[config.mk]
export PLATFORM = sky130hd
export DESIGN_NAME = fetch_ctrl
export DESIGN_NICKNAME = d
export VERILOG_FILES = /design/src/rtl/fetch_pkg.sv /design/src/rtl/fetch_fifo.sv /design/src/rtl/fetch_ctrl.sv
export SDC_FILE = /design/constraint.sdc
export NUM_CORES = 1
export LEC_CHECK = 0
export CAP_MARGIN = 20
export CORE_MARGIN = 2
export CORE_UTILIZATION = 42
export CTS_BUF_LIST = sky130_fd_sc_hd__clkbuf_4 sky130_fd_sc_hd__clkbuf_8
export DETAILED_ROUTE_END_ITERATION = 8
export HOLD_SLACK_MARGIN = 0.08
export PLACE_DENSITY = 0.75
export SLEW_MARGIN = 20
export SYNTH_ARGS = -nofsm -noshare
export SYNTH_HDL_FRONTEND = slang
export SYNTH_SLANG_ARGS = --single-unit
[constraint.sdc]
create_clock -name clk_i -period 15.8 [get_ports clk_i]
set_input_delay 3.16 -clock clk_i [delete_from_list [all_inputs] [get_ports clk_i]]
set_output_delay 3.16 -clock clk_i [all_outputs]
set_load 0.05 [all_outputs]
[src/rtl/fetch_pkg.sv]
// Shared types and constants for the next-PC / instruction-fetch controller.
package fetch_pkg;

    localparam int XLEN    = 64;
    localparam int PC_STEP = 4;
    // Instruction storage width in the fetch buffer; INSTR_W of the top must not exceed it.
    localparam int ILEN    = 32;

    typedef enum logic [1:0] {
        IDLE,
        REQ,
        WAIT,
        DROP
    } fetch_state_e;

    typedef struct packed {
        logic [ILEN-1:0] instr;
        logic [XLEN-1:0] pc;
    } fetch_entry_t;

endpackage

[src/rtl/fetch_fifo.sv]
// Small synchronous FIFO of PC-tagged instructions sitting between fetch and decode.
module fetch_fifo
    import fetch_pkg::*;
#(
    parameter int DEPTH = 2,
    parameter int CNT_W = $clog2(DEPTH) + 1
) (
    input  logic             clk_i,
    input  logic             reset_i,
    input  logic             push_i,
    input  fetch_entry_t     entry_i,
    input  logic             pop_i,
    input  logic             flush_i,
    output fetch_entry_t     head_o,
    output logic [CNT_W-1:0] count_o,
    output logic             full_o,
    output logic             empty_o
);

    localparam int PTR_W = $clog2(DEPTH);

    fetch_entry_t     mem [DEPTH];
    logic [PTR_W-1:0] wr_ptr;
    logic [PTR_W-1:0] rd_ptr;
    logic             do_push;
    logic             do_pop;

    assign full_o  = (count_o == CNT_W'(DEPTH));
    assign empty_o = (count_o == '0);
    assign do_push = push_i && !full_o && !flush_i;
    assign do_pop  = pop_i && !empty_o;
    assign head_o  = mem[rd_ptr];

    // Pointers rely on DEPTH being a power of two so they wrap naturally.
    always_ff @(posedge clk_i) begin
        if (reset_i || flush_i) begin
            wr_ptr  <= '0;
            rd_ptr  <= '0;
            count_o <= '0;
        end else begin
            if (do_push) begin
                wr_ptr <= wr_ptr + PTR_W'(1);
            end
            if (do_pop) begin
                rd_ptr <= rd_ptr + PTR_W'(1);
            end
            count_o <= count_o + CNT_W'(do_push) - CNT_W'(do_pop);
        end
    end

    always_ff @(posedge clk_i) begin
        if (do_push && !reset_i) begin
            mem[wr_ptr] <= entry_i;
        end
    end

endmodule

[src/rtl/fetch_ctrl.sv]
// Next-PC and instruction-fetch controller: drives the PC register, the imem handshake and the decode buffer.
// Optional saturating perf counters are built when FETCH_PERF_EN is defined.
//
// state | meaning
// IDLE  | no request; waiting for buffer space
// REQ   | request presented at pc_i, held until granted
// WAIT  | granted, waiting for the response to buffer it
// DROP  | granted request squashed by a redirect, discard its response
module fetch_ctrl
    import fetch_pkg::*;
#(
    parameter int FIFO_DEPTH = 2,
    parameter int INSTR_W    = 32
) (
    input  logic               clk_i,
    input  logic               reset_i,
    input  logic [XLEN-1:0]    pc_i,
    output logic [XLEN-1:0]    pc_next_o,
    output logic               pc_ready_o,
    output logic               imem_req_o,
    output logic [XLEN-1:0]    imem_addr_o,
    input  logic               imem_gnt_i,
    input  logic               imem_rvalid_i,
    input  logic [INSTR_W-1:0] imem_rdata_i,
    input  logic               redirect_i,
    input  logic [XLEN-1:0]    redirect_pc_i,
    output logic               instr_valid_o,
    output logic [INSTR_W-1:0] instr_o,
    output logic [XLEN-1:0]    instr_pc_o,
    input  logic               instr_ready_i,
    output logic [31:0]        perf_fetch_cnt_o,
    output logic [31:0]        perf_drop_cnt_o
);

    localparam int               CNT_W   = $clog2(FIFO_DEPTH) + 1;
    localparam logic [CNT_W-1:0] ONE_C   = CNT_W'(1);
    localparam logic [CNT_W-1:0] DEPTH_C = CNT_W'(FIFO_DEPTH);

    fetch_state_e     state;
    logic             req_q;
    logic [XLEN-1:0]  tag_pc;
    logic             fifo_push;
    logic             fifo_pop;
    logic             fifo_full;
    logic             fifo_empty;
    logic [CNT_W-1:0] fifo_count;
    logic [CNT_W-1:0] count_after_push;
    logic             room_after_push;
    fetch_entry_t     fifo_in;
    fetch_entry_t     fifo_head;

    assign fifo_push        = (state == WAIT) && imem_rvalid_i && !redirect_i;
    assign fifo_pop         = instr_ready_i && !fifo_empty && !redirect_i;
    assign count_after_push = fifo_count + ONE_C - CNT_W'(fifo_pop);
    assign room_after_push  = (count_after_push < DEPTH_C);
    assign fifo_in          = '{instr: ILEN'(imem_rdata_i), pc: tag_pc};

    assign imem_req_o    = req_q;
    assign imem_addr_o   = pc_i;
    assign instr_valid_o = !fifo_empty;
    assign instr_o       = fifo_empty ? '0 : INSTR_W'(fifo_head.instr);
    assign instr_pc_o    = fifo_empty ? '0 : fifo_head.pc;

    // A redirect outranks a grant, so a coincident grant never advances the PC by a step.
    always_comb begin
        pc_ready_o = 1'b0;
        pc_next_o  = '0;
        if (!reset_i) begin
            if (redirect_i) begin
                pc_ready_o = 1'b1;
                pc_next_o  = redirect_pc_i & ~XLEN'(3);
            end else if ((state == REQ) && imem_gnt_i) begin
                pc_ready_o = 1'b1;
                pc_next_o  = pc_i + XLEN'(PC_STEP);
            end
        end
    end

    always_ff @(posedge clk_i) begin
        if (reset_i) begin
            state  <= IDLE;
            req_q  <= 1'b0;
            tag_pc <= '0;
        end else begin
            unique case (state)
                IDLE: begin
                    if (redirect_i || !fifo_full) begin
                        state <= REQ;
                        req_q <= 1'b1;
                    end
                end
                REQ: begin
                    // Without a grant the request simply re-presents at the redirected pc_i.
                    if (imem_gnt_i) begin
                        state  <= redirect_i ? DROP : WAIT;
                        req_q  <= 1'b0;
                        tag_pc <= pc_i;
                    end
                end
                WAIT: begin
                    if (redirect_i) begin
                        if (imem_rvalid_i) begin
                            state <= REQ;
                            req_q <= 1'b1;
                        end else begin
                            state <= DROP;
                        end
                    end else if (imem_rvalid_i) begin
                        if (room_after_push) begin
                            state <= REQ;
                            req_q <= 1'b1;
                        end else begin
                            state <= IDLE;
                        end
                    end
                end
                DROP: begin
                    if (imem_rvalid_i) begin
                        state <= REQ;
                        req_q <= 1'b1;
                    end
                end
                default: begin
                    state <= IDLE;
                    req_q <= 1'b0;
                end
            endcase
        end
    end

    fetch_fifo #(
        .DEPTH (FIFO_DEPTH),
        .CNT_W (CNT_W)
    ) u_fifo (
        .clk_i   (clk_i),
        .reset_i (reset_i),
        .push_i  (fifo_push),
        .entry_i (fifo_in),
        .pop_i   (fifo_pop),
        .flush_i (redirect_i),
        .head_o  (fifo_head),
        .count_o (fifo_count),
        .full_o  (fifo_full),
        .empty_o (fifo_empty)
    );

`ifdef FETCH_PERF_EN
    logic        discard;
    logic [32:0] drop_sum;
    logic [31:0] fetch_cnt;
    logic [31:0] drop_cnt;

    // Drops count both squashed responses and buffered entries thrown away by a flush.
    assign discard  = imem_rvalid_i && ((state == DROP) || ((state == WAIT) && redirect_i));
    assign drop_sum = {1'b0, drop_cnt} + 33'(discard) + (redirect_i ? 33'(fifo_count) : 33'd0);

    always_ff @(posedge clk_i) begin
        if (reset_i) begin
            fetch_cnt <= '0;
            drop_cnt  <= '0;
        end else begin
            if (fifo_push && (fetch_cnt != '1)) begin
                fetch_cnt <= fetch_cnt + 32'd1;
            end
            drop_cnt <= drop_sum[32] ? '1 : drop_sum[31:0];
        end
    end

    assign perf_fetch_cnt_o = fetch_cnt;
    assign perf_drop_cnt_o  = drop_cnt;
`else
    assign perf_fetch_cnt_o = '0;
    assign perf_drop_cnt_o  = '0;
`endif

endmodule

==> results_dict.tcl, run 1 <==
set metrics [dict create \
    yosys-top-cells-area "edfxtp_1 (44%), dfxtp_1 (11%), mux2i_1 (7.8%), buf_4 (7.3%), nand2_1 (6.1%)" \
    io_pins 457 \
    layout_commonest_cell "clkdlybuf4s50_1" \
    criticalPathCategory "in -> out" \
    fin_total_pwr_w 0.001726 \
    hpwl_um 28240 \
    ys_ff_latch 264 \
    ys_seq_area_frac 0.5486 \
    die_area_um2 32710 \
    fmax_mhz 96.88 \
    cts.clk_slew.worst_paths_ns 0.06 \
    start_util 0.4284 \
    clk_latency_ns 0.55 \
    clock_skew_ns 0.01864 \
    rsz0062_at_grt "no" \
    vias_per_cell 5.271 \
    htreeDepth 2 \
    ant_nets 0 \
    grt_use_met3 0.05704 \
    synthCells 1273 \
    grt_use_total 0.2399 \
    diodes 0 \
    clockBufferDepth 3 \
    status "finished, final reports clean" \
    p_leak_nw 5.840 \
    cts_tree "done" \
    grtUsageMet1 0.3135 \
    cts.sinks 264 \
    ys_dominant_reg_cell "edfxtp_1" \
    routed_wl_um 40960 \
    grt_pass1_vias 10260 \
    overflow 0 \
    antenna_found_initial 0 \
    cts-resized-gates 0 \
    syn-cell-area_um2 13140 \
    wl_per_cell_um 20.33 \
    synth_cell_type_count 52 \
    synth_top_area_cell "edfxtp_1" \
    nNetsFinal 1758 \
    end_kind "primary output" \
    core-area_um2 30670 \
    cts_buffers 44 \
    slew_violations 0 \
    final_cell_mix "clkdlybuf4s50_1 (389), nand2_1 (214), edfxtp_1 (192)" \
    arrival_ns 7.16 \
    async_flop_share 0 \
    vias 10620 \
    slew_headroom 0.3039 \
    synth_top_area_frac 0.4389 \
    required_ns 12.64 \
    drc 0 \
    ir_drop_mv 0.04544 \
    multi_input_area_um2 4956 \
    die_y_um 180.9 \
    grt.busiest_layer "met2" \
    num_rows 64 \
    synth_edf_count 192 \
    first_pass_iters 5 \
    cts_root_buffer "clkbuf_8" \
    grt_pass1_wl_um 60690 \
    start_kind "input pin" \
    final_layout_size_suffix_gt1_frac 0.06177 \
    tns_ns 0 \
    avgSynthCellArea_um2 10.32 \
    min_period_ns 10.32 \
    hold_class "reg -> reg" \
    grt_max_degree 79 \
    use_met2 0.3909 \
    place_congestion 0.8627 \
    whs_ns 0.4456 \
    worstPathMaxFanout 7 \
    power.density_nw_per_um2 98.23 \
    setup_viol 0 \
    io_buffers 390 \
    drv_cap 0 \
    synth_warnings 0 \
    min_period_over_period 0.6533 \
    post_cts_buffers 0 \
    n_fill_cell 2617 \
    area_growth_syn_to_layout_pct 33.72 \
    ff_latch_area_um2 7211 \
    drtIter0Drc 758 \
    worst_slew_pin_slew_ns 1.036 \
    hold_viol_final 0 \
    die_x_um 180.9 \
    cts_hold_buf 0 \
]
area by class of cell:
type	count	area share
clock inverters	22	0.007905
multi-input cells	864	0.2821
clock buffers	58	0.04223
well taps	396	0.02820
inverters	9	0.001923
flip-flops and latches	264	0.4104
repair buffers	402	0.2272
metrics by stage:
step / setup WS (ns) / util / instances / cell area (µm²)
3_3_place_gp: 5.604 / 0.5441 / 1935 / 16690
3_5_place_dp: 5.589 / 0.5441 / 1935 / 16690
2_1_floorplan: 1.643 / - / 1336 / 13370
5_1_grt: 5.360 / 0.5728 / 2015 / 17570
4_1_cts: 5.558 / 0.5728 / 2015 / 17570
6_report: 5.478 / 0.5728 / 2015 / 17570
cell families (layout without fill, tap and decap cells):
group	Yosys count	after routing	share of synthesized area
and+or+nand+nor	509	509	0.1807
DFF	264	264	0.5486
buffers and inverters	208	491	0.09619
AOI/OAI and AO/OA	137	137	0.05933
muxes	105	105	0.08029
xor gates and xnor gates	42	42	0.02800
adders and majority gates	7	7	0.006666
other	1	64	0.0002854
final timing paths:
kind                  endpoint  startpoint  depth (start not counted)  slack, ns
max              pc_next_o[48]     pc_i[2]                          8       5.48
min          u_fifo.mem[1][48]  tag_pc[48]                          0       0.45
max reg2reg         tag_pc[53]    state[1]                          6      13.41
min reg2reg  u_fifo.mem[1][48]  tag_pc[48]                          0       0.45
power breakdown:
group	total [W]	internal [W]	switching (W)	leakage, nW
clock	0.000599	0.000325	0.000274	0.464
combinational	0.000338	0.000107	0.000231	3.05
sequential	0.000788	0.000772	0.0000157	2.33
total	0.00173	0.00120	0.000521	5.84
cells in the mapped netlist, drive strengths merged (3+ instances only):
| master | count |
|---|---|
| a21oi | 68 |
| a32oi | 7 |
| and2 | 15 |
| and3 | 9 |
| and4 | 6 |
| buf | 148 |
| clkbuf | 51 |
| dfxtp | 72 |
| edfxtp | 192 |
| ha | 7 |
| inv | 9 |
| mux2 | 3 |
| mux2i | 102 |
| nand2 | 215 |
| nand3 | 35 |
| nand3b | 3 |
| nand4 | 35 |
| nor2 | 120 |
| nor2b | 3 |
| nor3 | 18 |
| nor4 | 20 |
| nor4b | 3 |
| o211ai | 8 |
| o21ai | 40 |
| or3 | 8 |
| or4 | 11 |
| xnor2 | 24 |
| xor2 | 18 |
registers in the layout, summed over array words and instances, names as in the netlist, named ones only:
name	cells
tag_pc	64
u_fifo.mem	192
imem_req_o	1
state	2
u_fifo.rd_ptr	1
u_fifo.wr_ptr	1
u_fifo.count_o	2
worst max-delay path, stage by stage:
cell and delay, ns:
clkdlybuf4s50_1 0.64, ha_1 0.26, nand2_1 0.24, nor4_2 0.95
nand3_1 0.41, or4_1 0.57, nand3_1 0.11, clkdlybuf4s50_1 0.81
per-layer routing:
metal  share of wire  wire (µm)
met1            0.41      16640
met4           0.029       1176
met3           0.086       3539
met2            0.48      19600
met5               0          0
No activity file was read; power rests on OpenSTA's default activity.
==> run 2, diff against run 1 <==
Clock period 15.8 ns to 9.68 ns, I/O delays scaled along.
==> results_dict.tcl, run 2 (synthesized netlist as in run 1, its figures left out) <==
set metrics [dict create \
    largest_register_ffs 192 \
    die_area_um2 32710 \
    cts_buffers 44 \
    cts_hold_buf 0 \
    top_register "u_fifo.mem" \
    drv_cap 0 \
    antenna_found_initial 0 \
    io_pins 457 \
    setup_viol 0 \
    start_util 0.4284 \
    hp-start "tag_pc[55]" \
    clockBufferDepth 3 \
    clock_skew_ns 0.02382 \
    end_kind "primary output" \
    setup_ws_ns 1.992 \
    layout_commonest_cell "clkdlybuf4s50_1" \
    rr_worst_depth 5 \
    fin_total_pwr_w 0.002940 \
    die_x_um 180.9 \
    routed_wl_um 40850 \
    cts_root_buffer "clkbuf_8" \
    n_fill_cell 2635 \
    rsz0062_at_grt "no" \
    grt_pass1_vias 10280 \
    min_to "u_fifo.mem[1][55]" \
    nNetsFinal 1759 \
    tns_ns 0 \
    min_period_over_period 0.7942 \
    min_period_ns 7.688 \
    p_leak_nw 5.922 \
    vias_per_cell 5.269 \
    grtUsageMet1 0.3011 \
    grt.busiest_layer "met2" \
    utilization 0.5784 \
    hold_class "reg -> reg" \
    slew_violations 0 \
    cts.sinks 264 \
    r2r-start "state[0]" \
    first_pass_iters 5 \
    slowest_delay_ns 0.81 \
    status "finished, final reports clean" \
    clk_latency_ns 0.56 \
    crit_slowest_cell "clkdlybuf4s50_1" \
    final_layout_size_suffix_gt1_frac 0.06843 \
    drc 0 \
    htreeDepth 2 \
    cpMostUsedCell "clkdlybuf4s50_1" \
    grt_use_total 0.2381 \
    place_congestion 0.8603 \
    top_regs "u_fifo.mem: 192 flops, tag_pc: 64 flops" \
    ant_nets 0 \
    power.density_nw_per_um2 165.7 \
    cts.clk_slew.worst_paths_ns 0.06 \
    hpwl_um 28420 \
    use_met2 0.3985 \
    worstPathMaxFanout 9 \
    required_ns 7.74 \
    cts-resized-gates 0 \
    vias 10640 \
    arrival_ns 5.75 \
    crit_chain "clkdlybuf4s50_1 -> nand4_1 -> or4_1 -> nor4_4 -> mux2_2 -> nand2_1 -> clkdlybuf4s50_1" \
    worstSetupStartpoint "pc_i[24]" \
    worst_slew_pin_slew_ns 1.014 \
    cts_tree "done" \
    wl_per_cell_um 20.23 \
    fin_cells 2019 \
    final_cell_mix "clkdlybuf4s50_1 (389), nand2_1 (214), edfxtp_1 (192)" \
    io_buffers 390 \
    slew_headroom 0.3241 \
    drtIter0Drc 843 \
    overflow 0 \
    timing.rr.end "u_fifo.mem[1][71]" \
    post_cts_buffers 0 \
    ir_drop_mv 0.07194 \
    hold_viol_final 0 \
    grt_max_degree 79 \
    dp.cells 1936 \
    grt_use_met3 0.05967 \
    ff2ff_setup_slack_ns 7.23 \
    criticalPathCategory "in -> out" \
    start_kind "input pin" \
    grt_pass1_wl_um 60420 \
    fmax_mhz 130.1 \
    die_y_um 180.9 \
    area_growth_syn_to_layout_pct 35.02 \
    num_rows 64 \
    dp_slack_ns 1.929 \
    core-area_um2 30670 \
    holdPathStages 0 \
]
[run 2: cell types whose count changed in the layout (fill, tap and decap cells not counted), sizes merged]
cell    previous run  this run
bufinv             1         4
clkinv            17         5
buf               13        14
diode              0         1
clkbuf            58        69
[run 2: cell type report]
class | count | area (µm²) | area share
timing repair buffer | 403 | 4019 | 0.2266
tap | 396 | 495.5 | 0.02793
inverter | 9 | 33.78 | 0.001904
clock inverter | 13 | 178.9 | 0.01009
clock buffer | 69 | 824.5 | 0.04648
antenna | 1 | 2.502 | 0.0001411
sequential | 264 | 7211 | 0.4065
multi-input combinational | 864 | 4974 | 0.2804
[run 2: how the worst max path moves through the flow]
stage,endpoint,slack [ns],cells past startpoint
2_1_floorplan,u_fifo.mem[1][0],1.54,3
3_5_place_dp,pc_next_o[63],1.93,7
3_3_place_gp,pc_next_o[63],1.94,7
5_1_grt,pc_next_o[63],1.84,7
6_report,pc_next_o[63],1.99,7
4_1_cts,pc_next_o[63],1.92,7
[run 2: through the flow]
stage / cell area (µm²) / hold slack (ns)
global route: 17740 / 0.4578
finish: 17740 / 0.4433
global placement: 16700 / 0.4294
floorplan: 13390 / 0.4254
detailed placement: 16730 / 0.4352
CTS: 17740 / 0.4449
[run 2: where the power goes]
| group | leakage [nW] | internal [W] | switching, W |
|---|---|---|---|
| logic | 3.06 | 0.000176 | 0.000378 |
| registers | 2.33 | 0.00126 | 0.0000263 |
| clock network | 0.529 | 0.000653 | 0.000445 |
[run 2: metal layers]
metal  share of wire  vias up
met4           0.029        0
li1                -     4963
met3           0.082       74
met5               0        -
met1            0.40     5081
met2            0.48      520
[run 2: critical path: cells and delay by family]
kind	cells	cell delay [ns]
buffers and inverters	2	1.48
muxes	1	0.40
and+or+nand+nor	4	1.93
